<file path="src/rtl/issue_scoreboard_pkg.sv">
// Shared definitions for the decode-to-execute issue controller: control-word
// layout, FSM state encoding and small decode helpers.
package issue_scoreboard_pkg;

    localparam int REGWRITE_BIT = 9;
    localparam int MEMTOREG_BIT = 8;
    localparam int MEMREAD_BIT  = 7;
    localparam int MEMWRITE_BIT = 6;
    localparam int ALUOP_MSB    = 5;
    localparam int ALUOP_LSB    = 2;
    localparam int ALUSRC_BIT   = 1;
    localparam int RWSEL_BIT    = 0;

    typedef logic [9:0] ctrl_t;

    typedef enum logic [1:0] {
        RUN        = 2'd0,
        STALL_RAW  = 2'd1,
        STALL_FULL = 2'd2,
        DRAIN      = 2'd3
    } issue_state_e;

    // Flat constants for the state register, kept for older consumers of the debug port
    localparam logic [1:0] ST_RUN        = RUN;
    localparam logic [1:0] ST_STALL_RAW  = STALL_RAW;
    localparam logic [1:0] ST_STALL_FULL = STALL_FULL;
    localparam logic [1:0] ST_DRAIN      = DRAIN;

    function automatic logic is_writer(input ctrl_t ctrl, input logic [4:0] rd);
        return ctrl[REGWRITE_BIT] & (rd != 5'd0);
    endfunction

endpackage

</file>
<file path="src/rtl/issue_scoreboard_reg_scoreboard.sv">
// Busy-register scoreboard: one pending bit per architectural register plus a
// saturating count of outstanding writers. A same-cycle set wins over a clear.
module reg_scoreboard
    import issue_scoreboard_pkg::*;
#(
    parameter int MAX_INFLIGHT = 4,
    parameter int CNT_W        = 4
) (
    input  logic             clk,
    input  logic             rst,
    input  logic             set_en,
    input  logic [4:0]       set_rd,
    input  logic             clr_en,
    input  logic [4:0]       clr_rd,
    output logic [31:0]      busy,
    output logic [CNT_W-1:0] inflight
);

    logic [31:0]      busy_reg;
    logic [31:0]      busy_next;
    logic [CNT_W-1:0] inflight_reg;
    logic [CNT_W-1:0] inflight_next;
    logic             do_set;
    logic             do_clr;
    logic             at_max;
    logic             at_zero;

    assign do_set  = set_en & (set_rd != 5'd0);
    assign do_clr  = clr_en & (clr_rd != 5'd0);
    assign at_max  = (inflight_reg == CNT_W'(MAX_INFLIGHT));
    assign at_zero = (inflight_reg == '0);

    genvar gi;
    generate
        for (gi = 0; gi < 32; gi++) begin : g_busy
            // x0 is hard-wired idle; otherwise set beats a same-cycle clear
            assign busy_next[gi] = (gi != 0) &&
                ((do_set && (set_rd == 5'(gi))) ||
                 (busy_reg[gi] && !(do_clr && (clr_rd == 5'(gi)))));
        end
    endgenerate

    always_comb begin
        inflight_next = inflight_reg;
        if (do_set && !do_clr && !at_max) begin
            inflight_next = inflight_reg + CNT_W'(1);
        end else if (do_clr && !do_set && !at_zero) begin
            inflight_next = inflight_reg - CNT_W'(1);
        end
    end

    always_ff @(posedge clk or posedge rst) begin
        if (rst) begin
            busy_reg     <= '0;
            inflight_reg <= '0;
        end else begin
            busy_reg     <= busy_next;
            inflight_reg <= inflight_next;
        end
    end

    assign busy     = busy_reg;
    assign inflight = inflight_reg;

`ifndef SYNTHESIS
    assert property (@(posedge clk) disable iff (rst) !(do_set && !do_clr && at_max));
    // A stale writeback after reset finds busy clear and is absorbed silently
    assert property (@(posedge clk) disable iff (rst)
        !(do_clr && !do_set && at_zero && busy_reg[clr_rd]));
`endif

endmodule

</file>
<file path="src/rtl/issue_scoreboard.sv">
// Single-issue decode-to-execute controller with RAW/in-flight/fence stalls.
// Optional ISSUE_STALL_CNT_EN adds saturating stall_raw_cnt/stall_full_cnt outputs.
module issue_scoreboard
    import issue_scoreboard_pkg::*;
#(
    parameter int MAX_INFLIGHT = 4,
    parameter int CNT_W        = 4
) (
    input  logic             clk,
    input  logic             rst,
    input  logic             id_valid,
    output logic             id_ready,
    input  logic [4:0]       id_rs1,
    input  logic [4:0]       id_rs2,
    input  logic [4:0]       id_rd,
    input  logic             id_use_rs1,
    input  logic             id_use_rs2,
    input  logic [9:0]       id_ctrl,
    input  logic             id_drain,
    input  logic             flush,
    input  logic             ex_ready,
    output logic             issue_valid,
    output logic [4:0]       issue_rd,
    output logic [9:0]       issue_ctrl,
    input  logic             wb_valid,
    input  logic [4:0]       wb_rd,
    output logic [CNT_W-1:0] inflight,
    output logic [31:0]      busy,
    output logic [1:0]       state
`ifdef ISSUE_STALL_CNT_EN
    ,
    output logic [31:0]      stall_raw_cnt,
    output logic [31:0]      stall_full_cnt
`endif
);

    logic       writer;
    logic       hazard;
    logic       full;
    logic       drain_block;
    logic       can_issue;
    logic       issue_valid_reg;
    logic [4:0] issue_rd_reg;
    ctrl_t      issue_ctrl_reg;
    logic [1:0] state_reg;
    logic [1:0] state_next;

    assign writer      = is_writer(id_ctrl, id_rd);
    assign hazard      = (id_use_rs1 & busy[id_rs1]) | (id_use_rs2 & busy[id_rs2]);
    assign full        = writer & (inflight == CNT_W'(MAX_INFLIGHT));
    assign drain_block = id_drain & (inflight != '0);
    assign can_issue   = id_valid & ~hazard & ~full & ~drain_block & ~flush &
                         (~issue_valid_reg | ex_ready);
    assign id_ready    = can_issue;

    reg_scoreboard #(
        .MAX_INFLIGHT(MAX_INFLIGHT),
        .CNT_W       (CNT_W)
    ) u_reg_scoreboard (
        .clk     (clk),
        .rst     (rst),
        .set_en  (can_issue & writer),
        .set_rd  (id_rd),
        .clr_en  (wb_valid),
        .clr_rd  (wb_rd),
        .busy    (busy),
        .inflight(inflight)
    );

    // Flush drops the issue slot only; accepted writers still write back
    always_ff @(posedge clk or posedge rst) begin
        if (rst) begin
            issue_valid_reg <= 1'b0;
            issue_rd_reg    <= '0;
            issue_ctrl_reg  <= '0;
        end else if (flush) begin
            issue_valid_reg <= 1'b0;
        end else if (can_issue) begin
            issue_valid_reg <= 1'b1;
            issue_rd_reg    <= id_rd;
            issue_ctrl_reg  <= id_ctrl;
        end else if (ex_ready) begin
            issue_valid_reg <= 1'b0;
        end
    end

    always_comb begin
        state_next = ST_RUN;
        if (flush) begin
            state_next = ST_RUN;
        end else if (id_valid & hazard) begin
            state_next = ST_STALL_RAW;
        end else if (id_valid & full) begin
            state_next = ST_STALL_FULL;
        end else if (id_valid & drain_block) begin
            state_next = ST_DRAIN;
        end
    end

    always_ff @(posedge clk or posedge rst) begin
        if (rst) begin
            state_reg <= ST_RUN;
        end else begin
            state_reg <= state_next;
        end
    end

    assign issue_valid = issue_valid_reg;
    assign issue_rd    = issue_rd_reg;
    assign issue_ctrl  = issue_ctrl_reg;
    assign state       = state_reg;

`ifdef ISSUE_STALL_CNT_EN
    logic [31:0] stall_raw_cnt_reg;
    logic [31:0] stall_full_cnt_reg;

    always_ff @(posedge clk or posedge rst) begin
        if (rst) begin
            stall_raw_cnt_reg  <= '0;
            stall_full_cnt_reg <= '0;
        end else begin
            if (state_reg == ST_STALL_RAW && stall_raw_cnt_reg != '1) begin
                stall_raw_cnt_reg <= stall_raw_cnt_reg + 32'd1;
            end
            if (state_reg == ST_STALL_FULL && stall_full_cnt_reg != '1) begin
                stall_full_cnt_reg <= stall_full_cnt_reg + 32'd1;
            end
        end
    end

    assign stall_raw_cnt  = stall_raw_cnt_reg;
    assign stall_full_cnt = stall_full_cnt_reg;
`endif

endmodule

</file>
<file path="config.mk">
export PLATFORM = sky130hd
export DESIGN_NAME = issue_scoreboard
export DESIGN_NICKNAME = d
export VERILOG_FILES = /design/src/rtl/issue_scoreboard_pkg.sv /design/src/rtl/issue_scoreboard_reg_scoreboard.sv /design/src/rtl/issue_scoreboard.sv
export SDC_FILE = /design/constraint.sdc
export NUM_CORES = 1
export LEC_CHECK = 0
export ABC_CLOCK_PERIOD_IN_PS = 5100
export CORE_UTILIZATION = 45
export DETAILED_ROUTE_END_ITERATION = 7
export PLACE_DENSITY = 0.76
export REMOVE_ABC_BUFFERS = 1
export SETUP_SLACK_MARGIN = 0.02
export SYNTH_ARGS = -nofsm -noshare
export SYNTH_HDL_FRONTEND = slang
export SYNTH_SLANG_ARGS = --single-unit
export TNS_END_PERCENT = 50
</file>
<file path="constraint.sdc">
create_clock -name clk -period 5.1 [get_ports clk]
set_input_delay 0.51 -clock clk [delete_from_list [all_inputs] [get_ports clk]]
set_output_delay 0.51 -clock clk [all_outputs]
set_load 0.02 [all_outputs]
</file>
### Word-level counts from Yosys, hierarchy flattened

Cells that the tools add are included.

| word-level totals | value |
|---|---|
| output and inout bits | 55 |
| register bits | 53 |

| operators by class | value |
|---|---|
| magnitude comparators | 2 |
| equality and inequality tests | 63 |
| muxes and demuxes | 13 |
| $add $sub $neg | 2 |
| reduce and logical (&&, ||, !) cells | 170 |
| bitwise logic cells | 23 |

Operator list:

| kind | number |
|---|---|
| $eq A5 B5 Y1 const B | 32 |
| $logic_and A1 B1 Y1 | 97 |
| $eq A5 B4 Y1 const B | 16 |
| $eq A5 B3 Y1 const B | 8 |
| $logic_not A1 Y1 | 35 |
| $logic_or A1 B1 Y1 | 31 |
| $eq A5 B2 Y1 const B | 4 |
| $and A1 B1 Y1 | 16 |
| $lt A5 B6 Y1 const B | 2 |
| $bmux W1 S5 | 2 |
| $eq A5 B1 Y1 const B | 2 |
| $reduce_bool A5 Y1 | 2 |
| $mux W2 | 4 |
| $mux W4 | 2 |
| $mux W1 | 5 |
| $not A1 Y1 | 5 |
| $add A4 B1 Y4 const B | 1 |
| $eq A4 B3 Y1 const B | 1 |
| $logic_not A4 Y1 | 1 |
| $reduce_bool A4 Y1 | 1 |
| $sub A4 B1 Y4 const B | 1 |
| $reduce_bool A3 Y1 | 1 |
| $or A1 B1 Y1 | 2 |
| $reduce_and A2 Y1 | 1 |
| $reduce_bool A2 Y1 | 1 |

### Longest topological paths before layout

Gate-level depths: netlist (run 1).

| logic depth | value |
|---|---|
| depth in word-level cells | 17 |
| mapped depth | 14 |

### Hierarchy

From an unflattened synthesis (run 1), not the netlist that was laid out.

| second synthesis, totals | value |
|---|---|
| cell total of the unflattened synthesis | 270 |
| area total of the unflattened synthesis | 3086.7 um2 |

By module, submodules not included:

| module | area each (um2) | times used | cells each | seq. area each (um2) |
|---|---|---|---|---|
| reg_scoreboard | 1681.6 | 1 | 169 | 875.8 |
| issue_scoreboard | 1405.1 | 1 | 101 | 450.4 |

### Least setup slack after synthesis (run 1)

No wires, ideal clock.

| timing path | value |
|---|---|
| kind | input port to flip-flop |
| start | input id_rs2[1] |
| end | register u_reg_scoreboard.inflight_reg[1], in the netlist u_reg_scoreboard.inflight[1] |
| arrival | 3478 ps |
| cell stages on the path | 10 |
| setup time | 90 ps |
| path slack | 1531 ps |
| cell sequence | buf_2 > mux4_2 > mux2_2 > o21ai_0 > nor4_2 > nor3b_2 > nand2_1 > fa_1 > or4b_2 > o221ai_1 |

| between the ends | value |
|---|---|
| elaborated cells on any way between the ends | 19 |
| classes of those cells | mux (3); bitwise (10); reduce/logical (6) |

RTL lines:

| what | RTL line | source |
|---|---|---|
| from (decl) | issue_scoreboard.sv:14 | `input logic [4:0] id_rs2,` |
| $bmux W1 S5 | issue_scoreboard.sv:49 | `assign hazard = (id_use_rs1 & busy[id_rs1]) \| (id_use_rs2 & busy[id_rs2]);` |
| $mux W1 (not written as such) | issue_scoreboard.sv:49 |  |
| $and A1 B1 Y1 | issue_scoreboard.sv:49 |  |
| $or A1 B1 Y1 | issue_scoreboard.sv:49 |  |
| $not A1 Y1 | issue_scoreboard.sv:52 | `assign can_issue = id_valid & ~hazard & ~full & ~drain_block & ~flush &` |
| $and A1 B1 Y1 (5 in series) | issue_scoreboard.sv:52 |  |
| $and A1 B1 Y1 | issue_scoreboard.sv:62 | `.set_en (can_issue & writer),` |
| $and A1 B1 Y1 | issue_scoreboard_reg_scoreboard.sv:28 | `assign do_set = set_en & (set_rd != 5'd0);` |
| $logic_and A1 B1 Y1 (2 in series) | issue_scoreboard_reg_scoreboard.sv:45 | `if (do_set && !do_clr && !at_max) begin` |
| $mux W4 | issue_scoreboard_reg_scoreboard.sv:45 |  |
| named net u_reg_scoreboard.inflight_next[1] | issue_scoreboard_reg_scoreboard.sv:22 | `logic [CNT_W-1:0] inflight_next;` |
| to (signal assigned) | issue_scoreboard_reg_scoreboard.sv:58 | `inflight_reg <= inflight_next;` |
| to (decl) | issue_scoreboard_reg_scoreboard.sv:21 | `logic [CNT_W-1:0] inflight_reg;` |

The timed path passes the listed nets, and every way through them passes these cells. The select of a mux whose other input is x is not followed.
A chain may end at the register's enable or synchronous reset.

### Worst setup path after layout (run 1)

| timing path | value |
|---|---|
| start | input id_rs2[1] |
| end | output id_ready |

| between the ends | value |
|---|---|
| longest elaborated chain between the ends | 10 |

RTL lines:

| what | RTL line | source |
|---|---|---|
| $bmux W1 S5 | issue_scoreboard.sv:49 |  |
| $mux W1 (not written as such) | issue_scoreboard.sv:49 |  |
| $and A1 B1 Y1 | issue_scoreboard.sv:49 |  |
| $or A1 B1 Y1 | issue_scoreboard.sv:49 |  |
| $not A1 Y1 | issue_scoreboard.sv:52 |  |
| $and A1 B1 Y1 (5 in series) | issue_scoreboard.sv:52 |  |
| to (decl) | issue_scoreboard.sv:12 | `output logic id_ready,` |

Every way passes these cells. The select of a mux whose other input is x is not followed.

==> results of run 1 <==
per-stage QoR:
stage	utilization (%)	total power, mW
after floorplan	-	0.966
after global placement	62.2	1.27
after detailed placement	62.2	1.29
after CTS	63.7	1.55
after global routing	63.7	1.62
final	63.7	1.54
cells by family (layout without fill, tap and decap cells):
logic type | Yosys count | count (layout) | synth area share, %
xor gates and xnor gates | 4 | 4 | 1.13
buffers and inverters | 23 | 109 | 3.99
other | 1 | 1 | 0.121
and+or+nand+nor | 80 | 80 | 14.5
DFF | 53 | 53 | 42.8
adders and majority gates | 3 | 3 | 1.45
AOI/OAI and AO/OA | 85 | 85 | 17.4
muxes | 38 | 38 | 18.6
synth_stat cells (all sizes together), types with 2 or more instances:
master / n
a21o: 3
xnor2: 4
nor4: 3
mux4: 13
nor3: 3
or3: 4
inv: 6
buf: 8
ha: 2
mux2i: 5
or4b: 2
dfrtp: 53
nand2b: 9
nand4: 3
o21ai: 56
clkbuf: 9
nor3b: 2
nor2: 10
nand3: 10
nand3b: 4
o31ai: 10
nor2b: 8
a21oi: 4
mux2: 20
nand2: 17
power groups by stage:
stage / combinational (mW) / sequential [mW] / clock, mW
2_1_floorplan: 0.245 / 0.721 / 0
3_3_place_gp: 0.660 / 0.610 / 0
3_5_place_dp: 0.672 / 0.615 / 0
4_1_cts: 0.678 / 0.607 / 0.261
5_1_grt: 0.724 / 0.621 / 0.277
6_report: 0.673 / 0.608 / 0.255
layer usage:
metal	track usage [%]	up-vias
met5	0	-
met1	31.7	1357
met4	6.47	0
met3	3.60	15
li1	-	1252
met2	40.8	112
area by class of cell:
class                   instances  area, um2  share of cell area, %
clock buffers                   6       82.6                   2.00
clock inverters                 2       16.3                  0.393
inverters                       6       22.5                  0.544
multi-input cells             211       1650                   39.9
flip-flops and latches         53       1330                   32.1
well taps                      77       96.3                   2.33
repair buffers                 95        943                   22.8
worst reg2reg max path: cells and delay by family, from the launching register on:
family	cells	cell delay, ns
muxes	2	0.75
and+or+nand+nor	5	1.32
AOI/OAI and AO/OA	1	0.10
DFF	1	0.44
adders and majority gates	1	0.53
cell usage in the layout (no fill, tap or decap), types with 3 or more instances in the layout:
cell type        netlist  routed
a21o_1                 3       3
a21oi_1                4       4
buf_4                  1       3
clkbuf_8               0       6
clkdlybuf4s50_1        0      92
dfrtp_1               53      53
inv_1                  6       5
mux2_2                20      20
mux2i_1                5       5
mux4_2                11      11
nand2_1               17      17
nand2b_1               9       9
nand3_1               10      10
nand3b_1               4       4
nand4_1                3       3
nor2_1                10      10
nor2b_1                8       8
nor3_1                 3       3
o21ai_0               44      44
o21ai_1                4       4
o21ai_2                8       8
o31ai_1               10      10
or3_1                  4       4
xnor2_1                4       4
worst paths after layout:
| kind | start | endpoint | cells past startpoint |
|---|---|---|---|
| max | id_rs2[1] | id_ready | 8 |
| min | issue_ctrl[2]$_DFFE_PP0P_ | issue_ctrl[2]$_DFFE_PP0P_ | 1 |
| max reg2reg | u_reg_scoreboard.busy[17]$_DFF_PP0_ | u_reg_scoreboard.inflight[1]$_DFFE_PP0P_ | 9 |
| min reg2reg | issue_ctrl[2]$_DFFE_PP0P_ | issue_ctrl[2]$_DFFE_PP0P_ | 1 |
| max in group asynchronous | rst | state[1]$_DFF_PP0_ | 2 |
| min in group asynchronous | rst | issue_ctrl[4]$_DFFE_PP0P_ | 2 |
==> results by group, run 1 <==
CTS
  – Worst-Skew Late Latency: 0.31 ns
  – Clk slew on worst S/H paths: 0.10 ns
  – Post-CTS Setup Bufs: 0
  – CTS root buf: clkbuf_8
  – CTS tree: done
  – CTS buffer count: 5
  – CTS H-tree lvls: 2
  – TritonCTS Sinks: 53
  – CTS Buffer Depth: 2
  – CTS resizes: 0
  – CTS Hold Bufs: 0

Finish
  – Layout cell share with drive strength beyond 1: 15.8%
  – Max reg flops: 31
  – Area Growth Syn to Fin: 33.5%
  – Fillers: 570
  – Antenna cells: 0
  – Non-Filler Instances: 450
  – Fin area: 4140 um2
  – Final net count: 414

STA
  – Slew @ Worst Pin: 1.11 ns
  – Max-Slew Margin vs Limit: 25.7%
  – Hold Vio Cnt, Final: 0
  – Final min period: 4.05 ns
  – Final setup margin: 1.05 ns
  – Clock skew: 0.0162 ns
  – Max-slew violation count: 0
  – Endpoints failing setup: 0
  – Fmax: 247 MHz
  – Final worst path period share: 79.4%
  – Final hold slack: 0.511 ns
  – Unrepaired setup endpoints after global routing: false
  – TNS Setup: 0 ns

Yosys
  – Number of flops mapped to enable cells by yosys: 0
  – Post-synth cell types: 51
  – Flip-flop and latch count after synthesis: 53
  – Largest cells by area after synthesis: dfrtp_1 43%, mux4_2 8.0%, mux2_2 7.3%
  – Syn_area_per_cell: 10.8 um2
  – Async SR Flop Fraction: 100%
  – Commonest register cell after synthesis: dfrtp_1
  – Area share of the largest cell type after synthesis: 42.8%
  – Post-Syn Instances: 287
  – Cell Area, Synth: 3100 um2
  – Ys Warns: 0
  – Sequential area share after synthesis: 42.8%
  – Yosys top cell by area: dfrtp_1

Routing
  – Final Routed Wirelength: 8420 um
  – Vias after detailed routing: 2736
  – Via-to-Cell Ratio: 6.08
  – M1 WL: 3640 um
  – Met3 WL post-DR: 539 um
  – 1st-iter DRT viols: 269
  – DRC errors left: 0
  – Met2 WL: 4080 um
  – Drt first pass iters: 4
  – Top sig layer: met4
  – Routed Antenna Nets: 0
  – WL/cell: 18.7 um

Power
  – Psw: 0.553 mW
  – Total leakage power: 1.64 nW
  – Internal Power: 0.982 mW
  – Max VDD drop: 0.284 mV
  – Comb power frac: 43.8%
  – Clk pwr share: 16.6%
  – Power Density: 371 nW/um2
  – Seq pwr share: 39.6%
  – Sw frac: 36.0%

Placed design
  – HPWL Detailed: 6340 um
  – I/O Buffers: 92
  – Final GP Congestion: 0.910
  – Pre-CTS WS: 0.980 ns
  – Post-placement cell area: 4040 um2
  – Placed insts: 442

Hold path
  – Worst hold-check path type: reg2reg

Global routing
  – Remaining global-route overflow: 0
  – Total GRT Usage: 23.8%
  – Global-route wire length before repair: 13500 um
  – Largest net degree at the start of global routing: 54
  – Vias in the first global route: 2659
  – Initial antenna violation count: 0

Setup path
  – Worst path buffer plus inverter count: 3
  – Worst setup EP type: primary output
  – Slowest-stage cell, CP: clkdlybuf4s50_1
  – FF-to-FF setup slack: 1.88 ns
  – Critical path cell sequence: clkdlybuf4s50_1 -> mux4_2 -> mux2_2 -> o21ai_0 -> nor4_2 -> or3_1 -> inv_1 -> clkdlybuf4s50_1
  – Crit Path Class: in2out
  – Critical Path Max Stage Delay: 0.76 ns
  – Crit-path leading delay family: buffers and inverters
  – Cell mode on critical path: clkdlybuf4s50_1
  – Worst Path Required: 4.59 ns
  – CP max FO: 8
  – CP arrival: 3.54 ns
  – Setup crit start kind: input port

Floorplanning
  – I/O pin cnt: 94
  – Die Wd: 85.0 um
  – Die Ht: 85.0 um
  – Core Area: 6490 um2
  – Row count: 29
  – Area of the die: 7230 um2
  – Starting Density: 47.7%

Run
  – Max-cap violations: 0

Outcome
  – Status: complete, no violations
Power figures use the tool's default switching activity.
==> run 2, diff against run 1 <==
Settings changed: ABC_CLOCK_PERIOD_IN_PS 5100 to 4200.
Clock period 5.1 ns to 4.2 ns, I/O delays scaled along.
==> run 2 against run 1 <==
Compared with the run above:
- critical endpoint unchanged
- non-clock buffer count rose by 3
- sequential power grew 21%
- die area stayed put
- first-iteration DRC count decreased by 3.7%
- critical path depth stayed put
- register-to-register slack got worse by 0.87 ns
- highest routed layer unchanged
- setup slack lost 0.74 ns
- via count is 0.73% higher
- clock-buffer cell count shrank 1
==> results by group, run 2 (synthesis gave the netlist of run 1 again) <==
Outcome
  – Status: complete, no violations

Setup path
  – Setup crit start kind: input port
  – Critical path cell sequence: clkdlybuf4s50_1 -> mux4_2 -> o2bb2ai_1 -> a311oi_1 -> o311a_4 -> or3_1 -> inv_1 -> clkdlybuf4s50_1
  – Crit Path Class: in2out
  – Slowest-stage cell, CP: clkdlybuf4s50_1
  – CP arrival: 3.47 ns
  – Critical Path Max Stage Delay: 0.73 ns
  – Worst Path Required: 3.78 ns
  – CP max FO: 9
  – Cell mode on critical path: clkdlybuf4s50_1
  – Worst setup EP type: primary output

Floorplanning
  – Die Ht: 85.0 um
  – Starting Density: 47.7%
  – Row count: 29
  – I/O pin cnt: 94
  – Area of the die: 7230 um2
  – Core Area: 6490 um2
  – Die Wd: 85.0 um

Placed design
  – Final GP Congestion: 0.884
  – I/O Buffers: 92
  – HPWL Detailed: 6480 um
  – Post-placement cell area: 4060 um2

Routing
  – Vias after detailed routing: 2756
  – Routed Antenna Nets: 0
  – WL/cell: 18.9 um
  – Drt first pass iters: 5
  – DRC errors left: 0
  – 1st-iter DRT viols: 259
  – Final Routed Wirelength: 8580 um
  – Via-to-Cell Ratio: 6.08

Power
  – Max VDD drop: 0.326 mV
  – Power Density: 458 nW/um2
  – Total leakage power: 1.67 nW

Global routing
  – Global-route wire length before repair: 14400 um
  – Remaining global-route overflow: 0
  – Vias in the first global route: 2838
  – Largest net degree at the start of global routing: 54
  – Total GRT Usage: 25.7%
  – Initial antenna violation count: 0

CTS
  – Clk slew on worst S/H paths: 0.10 ns
  – CTS Hold Bufs: 0
  – CTS resizes: 0
  – CTS Buffer Depth: 2
  – CTS H-tree lvls: 2
  – CTS tree: done
  – TritonCTS Sinks: 53
  – Post-CTS Setup Bufs: 0
  – CTS buffer count: 5
  – Worst-Skew Late Latency: 0.31 ns
  – CTS root buf: clkbuf_8

Finish
  – Area Growth Syn to Fin: 34.6%
  – Max reg flops: 31
  – Commonest non-fill, non-tap cell in the layout: clkdlybuf4s50_1
  – Most frequent cells in the layout: 92 x clkdlybuf4s50_1, 53 x dfrtp_1, 44 x o21ai_0, 20 x mux2_2, 17 x nand2_1
  – Layout cell share with drive strength beyond 1: 16.5%
  – Fin area: 4170 um2
  – Antenna cells: 0
  – Final net count: 417

STA
  – TNS Setup: 0 ns
  – Fmax: 257 MHz
  – Max-Slew Margin vs Limit: 28.0%
  – Final worst path period share: 92.7%
  – Max-slew violation count: 0
  – Slew @ Worst Pin: 1.08 ns
  – Endpoints failing setup: 0
  – Clock skew: 0.00847 ns
  – Unrepaired setup endpoints after global routing: false
  – Hold Vio Cnt, Final: 0
  – Final min period: 3.89 ns

Run
  – Max-cap violations: 0

Hold path
  – Worst hold-check path type: reg2reg
run 2: changes by cell type in the layout (fill, tap and decap cells not counted), sizes merged:
cell | previous run | this run
buf | 3 | 6
bufinv | 0 | 1
clkbuf | 6 | 5
clkinv | 0 | 1
clkinvlp | 1 | 0
run 2: where the power goes:
| part | switching (mW) | leakage [nW] | internal, mW |
|---|---|---|---|
| sequential | 0.104 | 0.695 | 0.630 |
| combinational | 0.392 | 0.913 | 0.426 |
| clock | 0.178 | 0.0585 | 0.179 |
run 2: worst paths after layout:
kind                                                     start                                        to  slack [ns]  cells after the start
setup / recovery                                     id_rs1[1]                                  id_ready        0.31                      8
hold / removal                       issue_ctrl[2]$_DFFE_PP0P_                 issue_ctrl[2]$_DFFE_PP0P_        0.51                      1
setup reg to reg           u_reg_scoreboard.busy[13]$_DFF_PP0_  u_reg_scoreboard.inflight[1]$_DFFE_PP0P_        1.01                      9
hold reg to reg                      issue_ctrl[2]$_DFFE_PP0P_                 issue_ctrl[2]$_DFFE_PP0P_        0.51                      1
max in group asynchronous                                  rst  u_reg_scoreboard.inflight[0]$_DFFE_PP0P_        2.85                      2
min in group asynchronous                                  rst                   issue_rd[3]$_DFFE_PP0P_        0.68                      2
run 2: metrics by stage:
| step | cells | setup WS [ns] | total power [mW] | util [%] | hold slack (ns) |
|---|---|---|---|---|---|
| floorplan | 270 | 0.820 | 1.17 | - | 0.483 |
| global placement | 445 | 0.327 | 1.55 | 62.5 | 0.486 |
| detailed placement | 445 | 0.216 | 1.56 | 62.5 | 0.493 |
| CTS | 453 | 0.299 | 1.91 | 64.3 | 0.516 |
| global route | 453 | 0.135 | 2.02 | 64.3 | 0.531 |
| finish | 453 | 0.308 | 1.91 | 64.3 | 0.512 |
run 2: worst max-delay path: cells and delay by family:
family,cells,cell delay [ns]
compound gates,3,0.65
buf+inv,3,1.44
mux,1,0.56
simple gates,1,0.40
run 2: per-layer routing:
layer | wire length, um | up-vias | GRT usage [%]
met1 | 3680 | 1362 | 35.2
met5 | 0 | - | 0
met4 | 49 | 0 | 6.47
met2 | 4200 | 141 | 42.9
li1 | - | 1248 | -
met3 | 650 | 5 | 3.89
run 2: layout make-up:
| class | instances | area (um2) |
|---|---|---|
| clock buffers | 5 | 68.8 |
| clock inverters | 3 | 43.8 |
| fillers | 536 | 2320 |
| inverters | 6 | 22.5 |
| multi-input cells | 211 | 1650 |
| flip-flops and latches | 53 | 1330 |
| well taps | 77 | 96.3 |
| repair buffers | 98 | 966 |
==> run 3, diff against run 2 <==
Settings changed: DONT_BUFFER_PORTS set to 1, PLACE_DENSITY 0.76 to 0.59.
==> run 3 against run 2 <==
Compared with the run above:
- final area fell by 23%
- register-to-register slack got worse by 0.44 ns
- worst hold slack got worse by 0.34 ns
- die area did not move
- critical path type is now reg2reg
- largest cell class unchanged
- highest routed layer unchanged
==> results by group, run 3 (synthesis gave the netlist of run 1 again) <==
Global routing
  – Largest net degree at the start of global routing: 39
  – Vias in the first global route: 2350
  – Remaining global-route overflow: 0
  – Initial antenna violation count: 0
  – Total GRT Usage: 22.5%
  – Global-route wire length before repair: 12500 um

Setup path
  – Crit-path leading delay family: simple AND/OR/NAND/NOR gates
  – Reg-to-Reg End: u_reg_scoreboard.inflight[1]$_DFFE_PP0P_
  – Crit Path Class: reg2reg
  – CP arrival: 3.85 ns
  – CP max FO: 8
  – FF-to-FF setup slack: 0.57 ns
  – Critical Path Max Stage Delay: 0.58 ns
  – Setup crit start kind: register
  – Critical path cell sequence: mux4_2 -> mux2_2 -> nor3b_1 -> nor4_2 -> nor3b_2 -> nand2_1 -> fa_1 -> or4b_2 -> o221ai_1
  – Worst setup EP type: register
  – Worst path buffer plus inverter count: 0
  – R2r worst-path depth: 9
  – Worst Path Required: 4.41 ns
  – Reg-to-Reg Start: u_reg_scoreboard.busy[23]$_DFF_PP0_
  – Slowest-stage cell, CP: or4b_2

Floorplanning
  – Die Wd: 85.0 um
  – Core Area: 6490 um2
  – Die Ht: 85.0 um
  – Area of the die: 7230 um2
  – I/O pin cnt: 94
  – Starting Density: 47.7%
  – Row count: 29

Routing
  – DRC errors left: 0
  – Drt first pass iters: 4
  – 1st-iter DRT viols: 278
  – Routed Antenna Nets: 0
  – Vias after detailed routing: 2343
  – Final Routed Wirelength: 7880 um
  – Via-to-Cell Ratio: 6.53
  – WL/cell: 22.0 um

Finish
  – Flip-flop and latch area: 1330 um2
  – Antenna cells: 0
  – Layout cell share with drive strength beyond 1: 20.9%
  – Area of the multi-input gates: 1650 um2
  – Final net count: 323
  – Max reg flops: 31
  – Util after Layout: 49.5%
  – Area Growth Syn to Fin: 3.67%
  – Fillers: 609
  – Most frequent cells in the layout: 53 x dfrtp_1, 44 x o21ai_0, 20 x mux2_2, 17 x nand2_1, 11 x mux4_2
  – Commonest non-fill, non-tap cell in the layout: dfrtp_1

Run
  – Max-cap violations: 0

Power
  – Max VDD drop: 0.305 mV
  – Power Density: 478 nW/um2
  – Total leakage power: 1.30 nW

CTS
  – CTS H-tree lvls: 2
  – TritonCTS Sinks: 53
  – Clk slew on worst S/H paths: 0.10 ns
  – CTS tree: done
  – CTS resizes: 0
  – Post-CTS Setup Bufs: 0
  – Worst-Skew Late Latency: 0.30 ns
  – CTS root buf: clkbuf_8
  – CTS Buffer Depth: 2
  – CTS buffer count: 5

STA
  – Slew @ Worst Pin: 0.579 ns
  – Final hold slack: 0.172 ns
  – Final worst path period share: 86.4%
  – Final min period: 3.63 ns
  – TNS Setup: 0 ns
  – Unrepaired setup endpoints after global routing: false
  – Max-slew violation count: 0
  – Max-Slew Margin vs Limit: 61.1%
  – Clock skew: 0.00900 ns
  – Fmax: 275 MHz
  – Final setup margin: 0.569 ns
  – Hold Vio Cnt, Final: 0
  – Endpoints failing setup: 0

Hold path
  – HP Start: flush
  – Hold path depth: 1
  – Worst hold-check path type: in2reg
  – WHS Endpoint: issue_valid$_DFFE_PP0P_

Placed design
  – I/O Buffers: 0
  – HPWL Detailed: 6110 um
  – Pre-CTS WS: 0.587 ns
  – Final GP Congestion: 0.839

Outcome
  – Status: complete, no violations
run 3: worst max path at each step:
stage / start / to / cells past startpoint
2_1_floorplan: u_reg_scoreboard.busy[23]$_DFF_PP0_ / u_reg_scoreboard.inflight[1]$_DFFE_PP0P_ / 9
3_3_place_gp: u_reg_scoreboard.busy[21]$_DFF_PP0_ / u_reg_scoreboard.inflight[1]$_DFFE_PP0P_ / 9
3_5_place_dp: u_reg_scoreboard.busy[21]$_DFF_PP0_ / u_reg_scoreboard.inflight[1]$_DFFE_PP0P_ / 9
4_1_cts: u_reg_scoreboard.busy[21]$_DFF_PP0_ / u_reg_scoreboard.inflight[1]$_DFFE_PP0P_ / 9
5_1_grt: u_reg_scoreboard.busy[21]$_DFF_PP0_ / u_reg_scoreboard.inflight[1]$_DFFE_PP0P_ / 9
6_report: u_reg_scoreboard.busy[23]$_DFF_PP0_ / u_reg_scoreboard.inflight[1]$_DFFE_PP0P_ / 9
run 3: per-stage QoR:
step / instance area, um2 / power [mW] / instances
after floorplan: 3000 / 1.17 / 270
after global placement: 3120 / 1.26 / 350
after detailed placement: 3120 / 1.27 / 350
after CTS: 3210 / 1.55 / 359
after global routing: 3210 / 1.63 / 359
final: 3210 / 1.53 / 359
run 3: worst register-to-register path, delay by kind of cell (launching register included):
family,cells,cell delay (ns)
simple gates,5,1.64
mux,2,0.78
fa+ha+maj,1,0.54
flops,1,0.50
compound gates,1,0.08
run 3: repair_timing:
item / CTS / global route
hold buffers: 1 / 0
hold endpoints to repair: 15 / 0
setup endpoints to repair: 0 / 0
run 3: per-layer routing:
metal	vias to the layer above	track usage [%]	part of all wire (%)
met3	7	3.99	7.2
met1	1175	30.6	41
met4	0	5.55	1.5
li1	1066	-	-
met5	-	0	0
met2	95	37.7	50
run 3: power by group:
part           internal, mW  switching [mW]  total, mW
Combinational         0.195           0.157      0.352
Clock                 0.116           0.166      0.282
Sequential            0.629           0.272      0.901
run 3: final cells by class:
type | count | share of cell area, %
Inverter | 6 | 0.701
Multi-Input combinational cell | 211 | 51.3
Clock inverter | 3 | 0.545
Clock buffer | 5 | 2.14
Sequential cell | 53 | 41.3
Tap cell | 77 | 3.00
Timing Repair Buffer | 4 | 1.01
